$ cat config.mk
export PLATFORM = sky130hd
export DESIGN_NAME = ps2_host_tx
export DESIGN_NICKNAME = d
export VERILOG_FILES = /design/src/rtl/ps2_host_tx.sv
export SDC_FILE = /design/constraint.sdc
export NUM_CORES = 1
export LEC_CHECK = 0
export BUFFER_PORTS_ARGS = -buffer_cell sky130_fd_sc_hd__buf_2
export CAP_MARGIN = 15
export CORE_ASPECT_RATIO = 1.1
export CORE_MARGIN = 3
export CORE_UTILIZATION = 56
export CTS_BUF_LIST = sky130_fd_sc_hd__clkbuf_8
export DETAILED_ROUTE_END_ITERATION = 6
export GPL_TIMING_DRIVEN = 0
export PLACE_DENSITY = 0.78
export RECOVER_POWER = 50
export SLEW_MARGIN = 15
export SYNTH_ARGS = -nofsm -noshare
export SYNTH_HDL_FRONTEND = slang
export SYNTH_SLANG_ARGS = --single-unit
$ cat constraint.sdc
create_clock -name clock -period 2 [get_ports clock]
set_input_delay 0.2 -clock clock [delete_from_list [all_inputs] [get_ports clock]]
set_output_delay 0.2 -clock clock [all_outputs]
set_load 0.02 [all_outputs]
$ cat src/rtl/ps2_host_tx.sv
`default_nettype none
// ============================================================================
//  Module   : ps2_host_tx
//  Purpose  : Host-to-device PS/2 transmitter. Accepts a command byte, pulls
//             the clock line low to request to send, then shifts start, data
//             (LSB first), odd parity and stop bits out on the falling edges
//             supplied by the device, and checks the device acknowledge.
//  Ports    : clock, reset        - system clock, synchronous active-high reset
//             tx_data/tx_valid    - byte and request, accepted when tx_ready=1
//             tx_ready, busy      - idle indication and its complement
//             tx_done, tx_err     - one-cycle completion / failure pulses
//             ps2_clk_in/data_in  - raw (asynchronous) pin levels
//             ps2_clk_oe/data_oe  - 1 pulls the corresponding line low
//  Revision : 1.0 - initial release
// ============================================================================
module ps2_host_tx #(
  parameter int INHIBIT_CYCLES = 5000,
  parameter int TIMEOUT_CYCLES = 1000000
) (
  input  logic       clock,
  input  logic       reset,
  input  logic [7:0] tx_data,
  input  logic       tx_valid,
  output logic       tx_ready,
  output logic       tx_done,
  output logic       tx_err,
  output logic       busy,
  input  logic       ps2_clk_in,
  input  logic       ps2_data_in,
  output logic       ps2_clk_oe,
  output logic       ps2_data_oe
);

  localparam int MAX_COUNT = (INHIBIT_CYCLES > TIMEOUT_CYCLES) ? INHIBIT_CYCLES : TIMEOUT_CYCLES;
  localparam int CW        = $clog2(MAX_COUNT + 1);
  localparam logic [CW-1:0] INHIBIT_LAST = CW'(INHIBIT_CYCLES - 1);
  localparam logic [CW-1:0] TIMEOUT_LAST = CW'(TIMEOUT_CYCLES - 1);

  typedef enum logic [2:0] {
    IDLE      = 3'd0,
    INHIBIT   = 3'd1,
    START     = 3'd2,
    SEND      = 3'd3,
    ACK       = 3'd4,
    WAIT_IDLE = 3'd5,
    DONE      = 3'd6,
    ERROR     = 3'd7
  } state_t;

  state_t        state;
  logic [9:0]    shift;     // {stop, parity, data[7:0]}, shifted out LSB first
  logic [3:0]    bit_cnt;   // falling edges seen in SEND
  logic [CW-1:0] cnt;       // inhibit length, then elapsed cycles since START

  logic clk_meta, clk_s, clk_s_d, data_meta, data_s, fall;

  // Synchronisers idle high so a reset never manufactures a falling edge.
  always_ff @(posedge clock) begin
    if (reset) begin
      clk_meta  <= 1'b1;
      clk_s     <= 1'b1;
      clk_s_d   <= 1'b1;
      data_meta <= 1'b1;
      data_s    <= 1'b1;
      fall      <= 1'b0;
    end else begin
      clk_meta  <= ps2_clk_in;
      clk_s     <= clk_meta;
      clk_s_d   <= clk_s;
      data_meta <= ps2_data_in;
      data_s    <= data_meta;
      fall      <= clk_s_d & ~clk_s;
    end
  end

  assign busy = ~tx_ready;

  always_ff @(posedge clock) begin
    if (reset) begin
      state       <= IDLE;
      tx_ready    <= 1'b1;
      tx_done     <= 1'b0;
      tx_err      <= 1'b0;
      ps2_clk_oe  <= 1'b0;
      ps2_data_oe <= 1'b0;
      shift       <= '0;
      bit_cnt     <= '0;
      cnt         <= '0;
    end else begin
      tx_done <= 1'b0;
      tx_err  <= 1'b0;
      case (state)
        IDLE: begin
          if (tx_valid && tx_ready) begin
            shift       <= {1'b1, ~^tx_data, tx_data};
            bit_cnt     <= '0;
            cnt         <= '0;
            tx_ready    <= 1'b0;
            ps2_clk_oe  <= 1'b1;
            ps2_data_oe <= 1'b0;
            state       <= INHIBIT;
          end
        end

        INHIBIT: begin
          if (cnt == INHIBIT_LAST) begin
            cnt         <= '0;
            ps2_data_oe <= 1'b1;   // start bit, clock still held low
            state       <= START;
          end else begin
            cnt <= cnt + 1'b1;
          end
        end

        START: begin
          // The START cycle itself is the first elapsed timeout cycle, so the
          // error pulse lands exactly TIMEOUT_CYCLES after START.
          cnt        <= CW'(1);
          ps2_clk_oe <= 1'b0;
          state      <= SEND;
        end

        SEND, ACK, WAIT_IDLE: begin
          // Timeout is evaluated first so it wins over a coincident edge.
          if (cnt == TIMEOUT_LAST) begin
            ps2_clk_oe  <= 1'b0;
            ps2_data_oe <= 1'b0;
            tx_err      <= 1'b1;
            state       <= ERROR;
          end else begin
            cnt <= cnt + 1'b1;
            if (state == SEND) begin
              if (fall) begin
                ps2_data_oe <= ~shift[0];
                shift       <= {1'b0, shift[9:1]};
                bit_cnt     <= bit_cnt + 1'b1;
                if (bit_cnt == 4'd9) begin
                  state <= ACK;
                end
              end
            end else if (state == ACK) begin
              if (fall) begin
                if (data_s) begin
                  tx_err <= 1'b1;
                  state  <= ERROR;
                end else begin
                  state <= WAIT_IDLE;
                end
              end
            end else begin
              if (clk_s && data_s) begin
                tx_done <= 1'b1;
                state   <= DONE;
              end
            end
          end
        end

        DONE: begin
          tx_ready <= 1'b1;
          state    <= IDLE;
        end

        ERROR: begin
          ps2_clk_oe  <= 1'b0;
          ps2_data_oe <= 1'b0;
          tx_ready    <= 1'b1;
          state       <= IDLE;
        end

        default: begin
          state <= IDLE;
        end
      endcase
    end
  end

endmodule
`default_nettype wire
==> impl_metrics.prom, run 1 <==
# TYPE chip_impl_metric gauge
chip_impl_info{name="timing.critical_path.to_type",value="flop"} 1
chip_impl_metric{name="final-max-slew-violation-count",unit=""} 0
chip_impl_info{name="setup.worst_path.start",value="cnt[0]"} 1
chip_impl_metric{name="mappedNetlistArea",unit="um2"} 2530
chip_impl_metric{name="totalWireLength",unit="um"} 5770
chip_impl_metric{name="timing.max_cap.violations",unit=""} 0
chip_impl_metric{name="detailed_place_hpwl",unit="um"} 4030
chip_impl_metric{name="synthesis.instances",unit=""} 297
chip_impl_metric{name="grt_usage",unit="%"} 21.6
chip_impl_metric{name="fin_worst_skew",unit="ns"} 0.00696
chip_impl_metric{name="core.rowCount",unit=""} 25
chip_impl_metric{name="report.power.total",unit="mW"} 3.20
chip_impl_metric{name="grt_max_degree",unit=""} 16
chip_impl_info{name="outcome",value="finished, final reports clean"} 1
chip_impl_metric{name="placement.io_buffers",unit=""} 18
chip_impl_metric{name="synth.ff_latch_count",unit=""} 48
chip_impl_info{name="critical_path.cell_chain",value="ha_4 -> nor4b_4 -> nand4_1 -> o211ai_2 -> nand2_2 -> o21ai_4 -> buf_6 -> nor2_1"} 1
chip_impl_metric{name="ratio_of_cells_with_drive_above_1_in_the_final_layout",unit="%"} 21.3
chip_impl_metric{name="detail-route-antenna-nets",unit=""} 0
chip_impl_metric{name="fillers",unit=""} 344
chip_impl_metric{name="post-route-cell-area",unit="um2"} 2960
chip_impl_metric{name="clk_latency",unit="ns"} 0.31
chip_impl_info{name="holdCritPathClass",value="in2reg"} 1
chip_impl_metric{name="setup_viol",unit=""} 0
chip_impl_metric{name="fp.dieArea",unit="um2"} 5360
chip_impl_metric{name="antenna_found_initial",unit=""} 0
chip_impl_metric{name="min_period_over_period",unit="%"} 95.7
chip_impl_metric{name="cts_max_level",unit=""} 2
chip_impl_metric{name="grt_pass1_wl",unit="um"} 9600
chip_impl_metric{name="worst_setup_slack_post_dpl",unit="ns"} -0.253
chip_impl_metric{name="vdd.ir_drop.worst",unit="uV"} 644
chip_impl_metric{name="synth_fa_ha_area_share",unit="%"} 1.48
chip_impl_info{name="ys_dominant_reg_cell",value="sky130_fd_sc_hd__dfxtp_1"} 1
chip_impl_info{name="synth_top_family_by_area",value="simple AND/OR/NAND/NOR gates"} 1
chip_impl_metric{name="synth_compound_area_share",unit="%"} 19.1
chip_impl_info{name="largest_area_contributor_in_the_netlist",value="sky130_fd_sc_hd__dfxtp_1"} 1
chip_impl_metric{name="share_of_the_synthesized_area_in_the_top_cell_type",unit="%"} 38.0
chip_impl_metric{name="ff2ff_path_depth",unit=""} 8
chip_impl_metric{name="critPathMaxStageDelay",unit="ns"} 0.39
chip_impl_metric{name="cts.hold.buffers_added",unit=""} 0
chip_impl_metric{name="last_weighted_congestion_value_of_the_routability_driven_placer",unit=""} 0.938
chip_impl_metric{name="ff_latch_area",unit="um2"} 971
chip_impl_info{name="ys_top_cells_by_area",value="sky130_fd_sc_hd__dfxtp_1 38%, sky130_fd_sc_hd__nand2_1 5.8%, sky130_fd_sc_hd__nor2_1 5.2%, sky130_fd_sc_hd__xnor2_1 5.2%, sky130_fd_sc_hd__xor2_1 3.1%"} 1
chip_impl_metric{name="power_leakage",unit="nW"} 1.08
chip_impl_metric{name="report.final.hold_viol_count",unit=""} 0
chip_impl_metric{name="post-route-worst-setup-slack",unit="ns"} 0.0861
chip_impl_metric{name="layout-area-overhead-vs-synth",unit="%"} 16.8
chip_impl_metric{name="worst_slew_margin_rel",unit="%"} 60.6
chip_impl_metric{name="globalRouteOverflowTotal",unit=""} 0
chip_impl_metric{name="final.min_clock_period",unit="ns"} 1.91
chip_impl_metric{name="design.portCount",unit=""} 19
chip_impl_metric{name="diodes",unit=""} 0
chip_impl_metric{name="fmax",unit="MHz"} 522
chip_impl_metric{name="synthXorXnorAreaFrac",unit="%"} 8.30
chip_impl_metric{name="initial_utilization",unit="%"} 58.6
chip_impl_metric{name="cts_buffers",unit=""} 5
chip_impl_metric{name="drt_pre_antenna_iters",unit=""} 4
chip_impl_metric{name="critical_path_peak_fanout",unit=""} 7
chip_impl_metric{name="core_area",unit="um2"} 4320
chip_impl_metric{name="clock-sinks",unit=""} 48
chip_impl_info{name="cts-root-buf",value="sky130_fd_sc_hd__clkbuf_8"} 1
chip_impl_metric{name="yosys_warnings",unit=""} 0
chip_impl_metric{name="post_synth_mux_area_share",unit="%"} 0.395
chip_impl_info{name="regToRegEndpoint",value="cnt[6]"} 1
chip_impl_metric{name="crit_arrival",unit="ns"} 2.12
chip_impl_metric{name="synthArstFlopShare",unit="%"} 0
chip_impl_metric{name="power-per-cell-area",unit="nW/um2"} 1080
chip_impl_metric{name="chipWidth",unit="um"} 70.1
chip_impl_metric{name="worst_setup_hold_path_clk_slew",unit="ns"} 0.09
chip_impl_metric{name="avgRoutedWirePerCell",unit="um"} 15.1
chip_impl_info{name="cp_slowest_cell",value="sky130_fd_sc_hd__dfxtp_4"} 1
chip_impl_metric{name="via_count",unit=""} 2287
chip_impl_info{name="crit_path_start_kind",value="flop"} 1
chip_impl_info{name="clock_tree_from_tritoncts",value="built"} 1
chip_impl_metric{name="synthesis.nets",unit=""} 313
chip_impl_info{name="rsz0062_at_grt",value="yes"} 1
chip_impl_metric{name="synth_cell_type_count",unit=""} 62
chip_impl_info{name="critical_path.reg2reg.startpoint",value="cnt[0]"} 1
chip_impl_metric{name="synthesis.area_per_instance",unit="um2"} 8.52
chip_impl_metric{name="detail_route.vias_per_cell",unit=""} 5.97
chip_impl_metric{name="tightest_slew",unit="ns"} 0.591
chip_impl_metric{name="drtIter0Drc",unit=""} 107
chip_impl_metric{name="place_area",unit="um2"} 2690
chip_impl_metric{name="post-route-drc-count",unit=""} 0
chip_impl_metric{name="timing.critical_path.required",unit="ns"} 2.20
chip_impl_metric{name="area_of_combinational_cells_with_multiple_inputs",unit="um2"} 1560
chip_impl_metric{name="ys_seq_area_share",unit="%"} 38.0
chip_impl_metric{name="synth-simple-area-share",unit="%"} 28.4
chip_impl_metric{name="nNetsFinal",unit=""} 344
chip_impl_metric{name="reg2reg_slack",unit="ns"} 0.09
chip_impl_metric{name="max-clock-path-buffers",unit=""} 2
chip_impl_metric{name="die_h",unit="um"} 76.5
chip_impl_metric{name="grt_pass1_vias",unit=""} 2132
chip_impl_metric{name="edff_count_synth",unit=""} 0
chip_impl_info{name="critPathCapture",value="cnt[6]"} 1
chip_impl_info{name="crit_type",value="reg2reg"} 1
worst max-delay path, delay by kind of cell (launching register included):
family | cells | cell delay (ns)
AND/OR/NAND/NOR | 4 | 0.52
adder cells (fa/ha/maj) | 1 | 0.18
flip-flops | 1 | 0.39
AO/OA/AOI/OAI | 2 | 0.54
buffers and inverters | 1 | 0.17
cells in the final DEF, fill, tap and decap left out, drive strengths merged, types with 3 or more instances in the layout:
cell    count
a21oi      14
nand3      11
nor3       10
a211oi      4
a311oi      8
ha          3
inv         8
buf        24
o211ai      3
and4        3
nand2      41
or2         5
dfxtp      48
nor2       36
nor2b       3
xnor2      15
nor4b       4
xor2        9
o21ai       8
nand4       7
and3        8
clkbuf     19
kinds of logic after synthesis:
family          after synthesis
simple gates                139
compound gates               60
flops                        48
xor+xnor                     24
buf+inv                      22
fa+ha+maj                     3
mux                           1
Yosys cell counts (2+ instances only):
| master | number |
|---|---|
| sky130_fd_sc_hd__o211ai_2 | 3 |
| sky130_fd_sc_hd__o21a_1 | 2 |
| sky130_fd_sc_hd__a211oi_2 | 2 |
| sky130_fd_sc_hd__nand2b_1 | 2 |
| sky130_fd_sc_hd__nand2_1 | 39 |
| sky130_fd_sc_hd__nor3_1 | 10 |
| sky130_fd_sc_hd__dfxtp_1 | 48 |
| sky130_fd_sc_hd__o21ai_1 | 2 |
| sky130_fd_sc_hd__xnor2_1 | 15 |
| sky130_fd_sc_hd__inv_1 | 8 |
| sky130_fd_sc_hd__a21oi_1 | 13 |
| sky130_fd_sc_hd__buf_6 | 3 |
| sky130_fd_sc_hd__o41ai_1 | 2 |
| sky130_fd_sc_hd__nand3_1 | 11 |
| sky130_fd_sc_hd__nor2b_1 | 3 |
| sky130_fd_sc_hd__and3_1 | 8 |
| sky130_fd_sc_hd__buf_2 | 2 |
| sky130_fd_sc_hd__nand4_1 | 6 |
| sky130_fd_sc_hd__nand2_2 | 2 |
| sky130_fd_sc_hd__or3_1 | 2 |
| sky130_fd_sc_hd__o21ai_0 | 5 |
| sky130_fd_sc_hd__clkbuf_1 | 7 |
| sky130_fd_sc_hd__a311oi_1 | 8 |
| sky130_fd_sc_hd__nor4b_1 | 2 |
| sky130_fd_sc_hd__or2_2 | 5 |
| sky130_fd_sc_hd__nor4_1 | 2 |
| sky130_fd_sc_hd__a41oi_1 | 2 |
| sky130_fd_sc_hd__o2111ai_2 | 2 |
| sky130_fd_sc_hd__nor2_1 | 35 |
| sky130_fd_sc_hd__ha_1 | 3 |
| sky130_fd_sc_hd__xor2_1 | 9 |
| sky130_fd_sc_hd__and4_1 | 3 |
| sky130_fd_sc_hd__a211oi_1 | 2 |
per-layer routing:
metal,share of wire (%),routed length (um),vias up,GRT usage (%)
met4,2.0,114,0,8.62
met5,0,0,-,0
met2,50,2910,60,36.2
met1,43,2480,1094,27.1
li1,-,-,1122,-
met3,4.7,269,11,4.09
layout make-up:
| type | count | share of cell area [%] |
|---|---|---|
| flip-flops and latches | 48 | 32.8 |
| well taps | 54 | 2.29 |
| inverters | 8 | 1.02 |
| clock buffers | 5 | 2.33 |
| plain buffers | 14 | 3.00 |
| multi-input cells | 227 | 52.6 |
| repair buffers | 24 | 4.44 |
| clock inverters | 3 | 1.44 |
state kept, by name, indices dropped and copies added, names as in the netlist, 3 cells and up:
signal and count:
state 3, shift 10, cnt 20, bit_cnt 4
worst min-delay path by stage:
| stage | startpoint | cells after the start | end |
|---|---|---|---|
| floorplan | ps2_clk_in | 1 | clk_meta |
| global placement | ps2_data_in | 2 | data_meta |
| detailed placement | ps2_data_in | 2 | data_meta |
| CTS | ps2_data_in | 2 | data_meta |
| global route | ps2_clk_in | 2 | clk_meta |
| finish | ps2_data_in | 2 | data_meta |
per-stage QoR:
| step | util (%) | instances | setup TNS (ns) | hold slack [ns] |
|---|---|---|---|---|
| 5_1_grt | 68.5 | 383 | -0.227 | 0.0585 |
| 4_1_cts | 65.6 | 378 | 0 | 0.0617 |
| 6_report | 68.5 | 383 | 0 | 0.0686 |
| 3_5_place_dp | 62.3 | 369 | -2.96 | 0.388 |
| 2_1_floorplan | - | 297 | 0 | 0.304 |
| 3_3_place_gp | 62.3 | 369 | -3.17 | 0.384 |
power by group:
part | leakage, nW | switching [mW] | internal, mW
clock network | 0.0541 | 0.325 | 0.370
logic | 0.628 | 0.760 | 0.512
registers | 0.394 | 0.110 | 1.12
what timing repair did:
action                                  CTS  global route
endpoints found under the setup margin   20            34
cloned                                    0             1
pin swaps                                 1             5
resized for setup                         5            24
setup buffers                             1             4
Power figures use the tool's default switching activity.
==> run 2, diff against run 1 <==
--- a/config.mk
+++ b/config.mk
@@ -9,11 +9,10 @@
 export CAP_MARGIN = 15
 export CORE_ASPECT_RATIO = 1.1
 export CORE_MARGIN = 3
-export CORE_UTILIZATION = 56
+export CORE_UTILIZATION = 28
 export CTS_BUF_LIST = sky130_fd_sc_hd__clkbuf_8
 export DETAILED_ROUTE_END_ITERATION = 6
 export GPL_TIMING_DRIVEN = 0
-export PLACE_DENSITY = 0.78
 export RECOVER_POWER = 50
 export SLEW_MARGIN = 15
 export SYNTH_ARGS = -nofsm -noshare
==> run 2 against run 1 <==
Clock power is 16% lower; clock skew is 0.0032 ns higher; power is 1.1% lower; worst hold slack improved by 0.0082 ns; worst setup slack got worse by 0.079 ns; routed wire length increased by 8.9%; non-clock buffer count increased by 11; core utilization fell by 32 points; critical path depth unchanged; sequential share of layout area decreased by 1.5 points; largest power group unchanged; sequential power is essentially flat; register-to-register slack lost 0.08 ns.
==> impl_metrics.prom, run 2 (same netlist as run 1, synthesis figures left out) <==
# TYPE chip_impl_metric gauge
chip_impl_info{name="outcome",value="finished, final reports clean"} 1
chip_impl_metric{name="fmax",unit="MHz"} 502
chip_impl_info{name="crit_type",value="reg2reg"} 1
chip_impl_metric{name="clock-sinks",unit=""} 48
chip_impl_metric{name="fin_hold_ws",unit="ns"} 0.0768
chip_impl_metric{name="placement.io_buffers",unit=""} 18
chip_impl_metric{name="via_count",unit=""} 2295
chip_impl_info{name="clock_tree_from_tritoncts",value="built"} 1
chip_impl_metric{name="detailed_place_hpwl",unit="um"} 4330
chip_impl_metric{name="timing.max_cap.violations",unit=""} 0
chip_impl_metric{name="place_area",unit="um2"} 2760
chip_impl_metric{name="grt_pass1_vias",unit=""} 2103
chip_impl_metric{name="core_area",unit="um2"} 8580
chip_impl_metric{name="cts.hold.buffers_added",unit=""} 0
chip_impl_info{name="rsz0062_at_grt",value="yes"} 1
chip_impl_metric{name="nNetsFinal",unit=""} 355
chip_impl_metric{name="grt_usage",unit="%"} 11.9
chip_impl_metric{name="design.portCount",unit=""} 19
chip_impl_metric{name="clk_latency",unit="ns"} 0.31
chip_impl_metric{name="crit_arrival",unit="ns"} 2.19
chip_impl_metric{name="post-route-worst-setup-slack",unit="ns"} 0.00661
chip_impl_metric{name="report.final.hold_viol_count",unit=""} 0
chip_impl_metric{name="last_weighted_congestion_value_of_the_routability_driven_placer",unit=""} 0.883
chip_impl_metric{name="drt_pre_antenna_iters",unit=""} 4
chip_impl_metric{name="cts_buffers",unit=""} 5
chip_impl_metric{name="grt_max_degree",unit=""} 14
chip_impl_metric{name="diodes",unit=""} 0
chip_impl_metric{name="min_period_over_period",unit="%"} 99.7
chip_impl_metric{name="drtIter0Drc",unit=""} 117
chip_impl_metric{name="worst_setup_slack_post_dpl",unit="ns"} -0.304
chip_impl_metric{name="largest_reg_flops",unit=""} 20
chip_impl_metric{name="final-max-slew-violation-count",unit=""} 0
chip_impl_metric{name="tightest_slew",unit="ns"} 0.550
chip_impl_metric{name="report.power.total",unit="mW"} 3.16
chip_impl_metric{name="setup_viol",unit=""} 0
chip_impl_metric{name="power-per-cell-area",unit="nW/um2"} 1010
chip_impl_metric{name="post-place-cells",unit=""} 426
chip_impl_metric{name="post-route-drc-count",unit=""} 0
chip_impl_metric{name="worst_setup_hold_path_clk_slew",unit="ns"} 0.08
chip_impl_info{name="largest_registers",value="cnt: 20 flops, shift: 10 flops, bit_cnt: 4 flops"} 1
chip_impl_info{name="timing.critical_path.to_type",value="flop"} 1
chip_impl_metric{name="totalWireLength",unit="um"} 6280
chip_impl_info{name="cts-root-buf",value="sky130_fd_sc_hd__clkbuf_8"} 1
chip_impl_metric{name="avgRoutedWirePerCell",unit="um"} 13.9
chip_impl_metric{name="antenna_found_initial",unit=""} 0
chip_impl_metric{name="detail_route.vias_per_cell",unit=""} 5.09
chip_impl_info{name="crit_path_start_kind",value="flop"} 1
chip_impl_metric{name="die_h",unit="um"} 106
chip_impl_metric{name="instances_no_fill",unit=""} 451
chip_impl_info{name="holdCritPathClass",value="in2reg"} 1
chip_impl_metric{name="detail-route-antenna-nets",unit=""} 0
chip_impl_metric{name="initial_utilization",unit="%"} 29.5
chip_impl_info{name="register_ranked_first_by_flip_flop_count",value="cnt"} 1
chip_impl_metric{name="chipWidth",unit="um"} 96.7
chip_impl_metric{name="worst_slew_margin_rel",unit="%"} 63.4
chip_impl_metric{name="cts_max_level",unit=""} 2
chip_impl_metric{name="ratio_of_cells_with_drive_above_1_in_the_final_layout",unit="%"} 25.0
chip_impl_info{name="most-common-layout-cells",value="38 x sky130_fd_sc_hd__nand2_1, 38 x sky130_fd_sc_hd__dfxtp_1, 35 x sky130_fd_sc_hd__nor2_1"} 1
chip_impl_metric{name="core.rowCount",unit=""} 35
chip_impl_metric{name="fp.dieArea",unit="um2"} 10200
chip_impl_metric{name="power_leakage",unit="nW"} 1.14
chip_impl_metric{name="final.min_clock_period",unit="ns"} 1.99
chip_impl_metric{name="vdd.ir_drop.worst",unit="uV"} 332
chip_impl_metric{name="grt_pass1_wl",unit="um"} 9970
chip_impl_metric{name="timing.critical_path.required",unit="ns"} 2.20
chip_impl_metric{name="fin_worst_skew",unit="ns"} 0.0102
chip_impl_metric{name="critical_path_peak_fanout",unit=""} 5
chip_impl_metric{name="layout-area-overhead-vs-synth",unit="%"} 23.5
chip_impl_metric{name="max-clock-path-buffers",unit=""} 2
chip_impl_metric{name="post-route-cell-area",unit="um2"} 3130
chip_impl_metric{name="globalRouteOverflowTotal",unit=""} 0
==> run 2: area by class of cell <==
type | count | area (um2)
multi-input combinational | 227 | 1590
clock inverter | 2 | 7.51
clock buffer | 6 | 82.6
buffer | 14 | 87.6
tap | 111 | 139
sequential | 48 | 981
inverter | 8 | 30.0
timing repair buffer | 35 | 213
fill | 924 | 5460
==> run 2: worst paths after layout <==
kind                                   from          end  slack, ns  depth (start not counted)
worst max register to register       cnt[0]  ps2_data_oe      0.007                          8
worst max-delay path                 cnt[0]  ps2_data_oe      0.007                          8
worst min register to register     clk_meta        clk_s       0.41                          1
worst min-delay path            ps2_data_in    data_meta       0.08                          2
==> run 2: per-layer routing <==
layer  GRT usage, %  share of wire (%)
met1           13.8                 42
met2           21.4                 52
met3           3.24                4.3
met4           3.61                1.2
met5              0                  0
==> run 2: critical path: stages (launching register included) <==
cell and delay (ns):
sky130_fd_sc_hd__dfxtp_4 0.39, sky130_fd_sc_hd__ha_4 0.17, sky130_fd_sc_hd__nor4b_4 0.22, sky130_fd_sc_hd__nand4_1 0.20, sky130_fd_sc_hd__o211ai_4 0.32, sky130_fd_sc_hd__buf_6 0.15, sky130_fd_sc_hd__o311ai_4 0.10, sky130_fd_sc_hd__o21a_1 0.19
sky130_fd_sc_hd__o21a_1 0.16
==> run 2: timing repair <==
action	CTS	global route
endpoints found under the setup margin	22	36
pin swaps	3	12
setup buffers	3	14
resized for setup	7	33
==> run 2: per-stage QoR <==
step	util (%)	TNS, ns
floorplan	-	0
global placement	32.2	-4.34
detailed placement	32.2	-3.77
CTS	33.8	0
global route	36.4	-0.698
finish	36.4	0
==> run 2: power by group <==
group	internal [mW]	leakage [nW]	switching (mW)
sequential	1.12	0.397	0.110
clock	0.272	0.0538	0.313
combinational	0.559	0.688	0.790
total	1.95	1.14	1.21
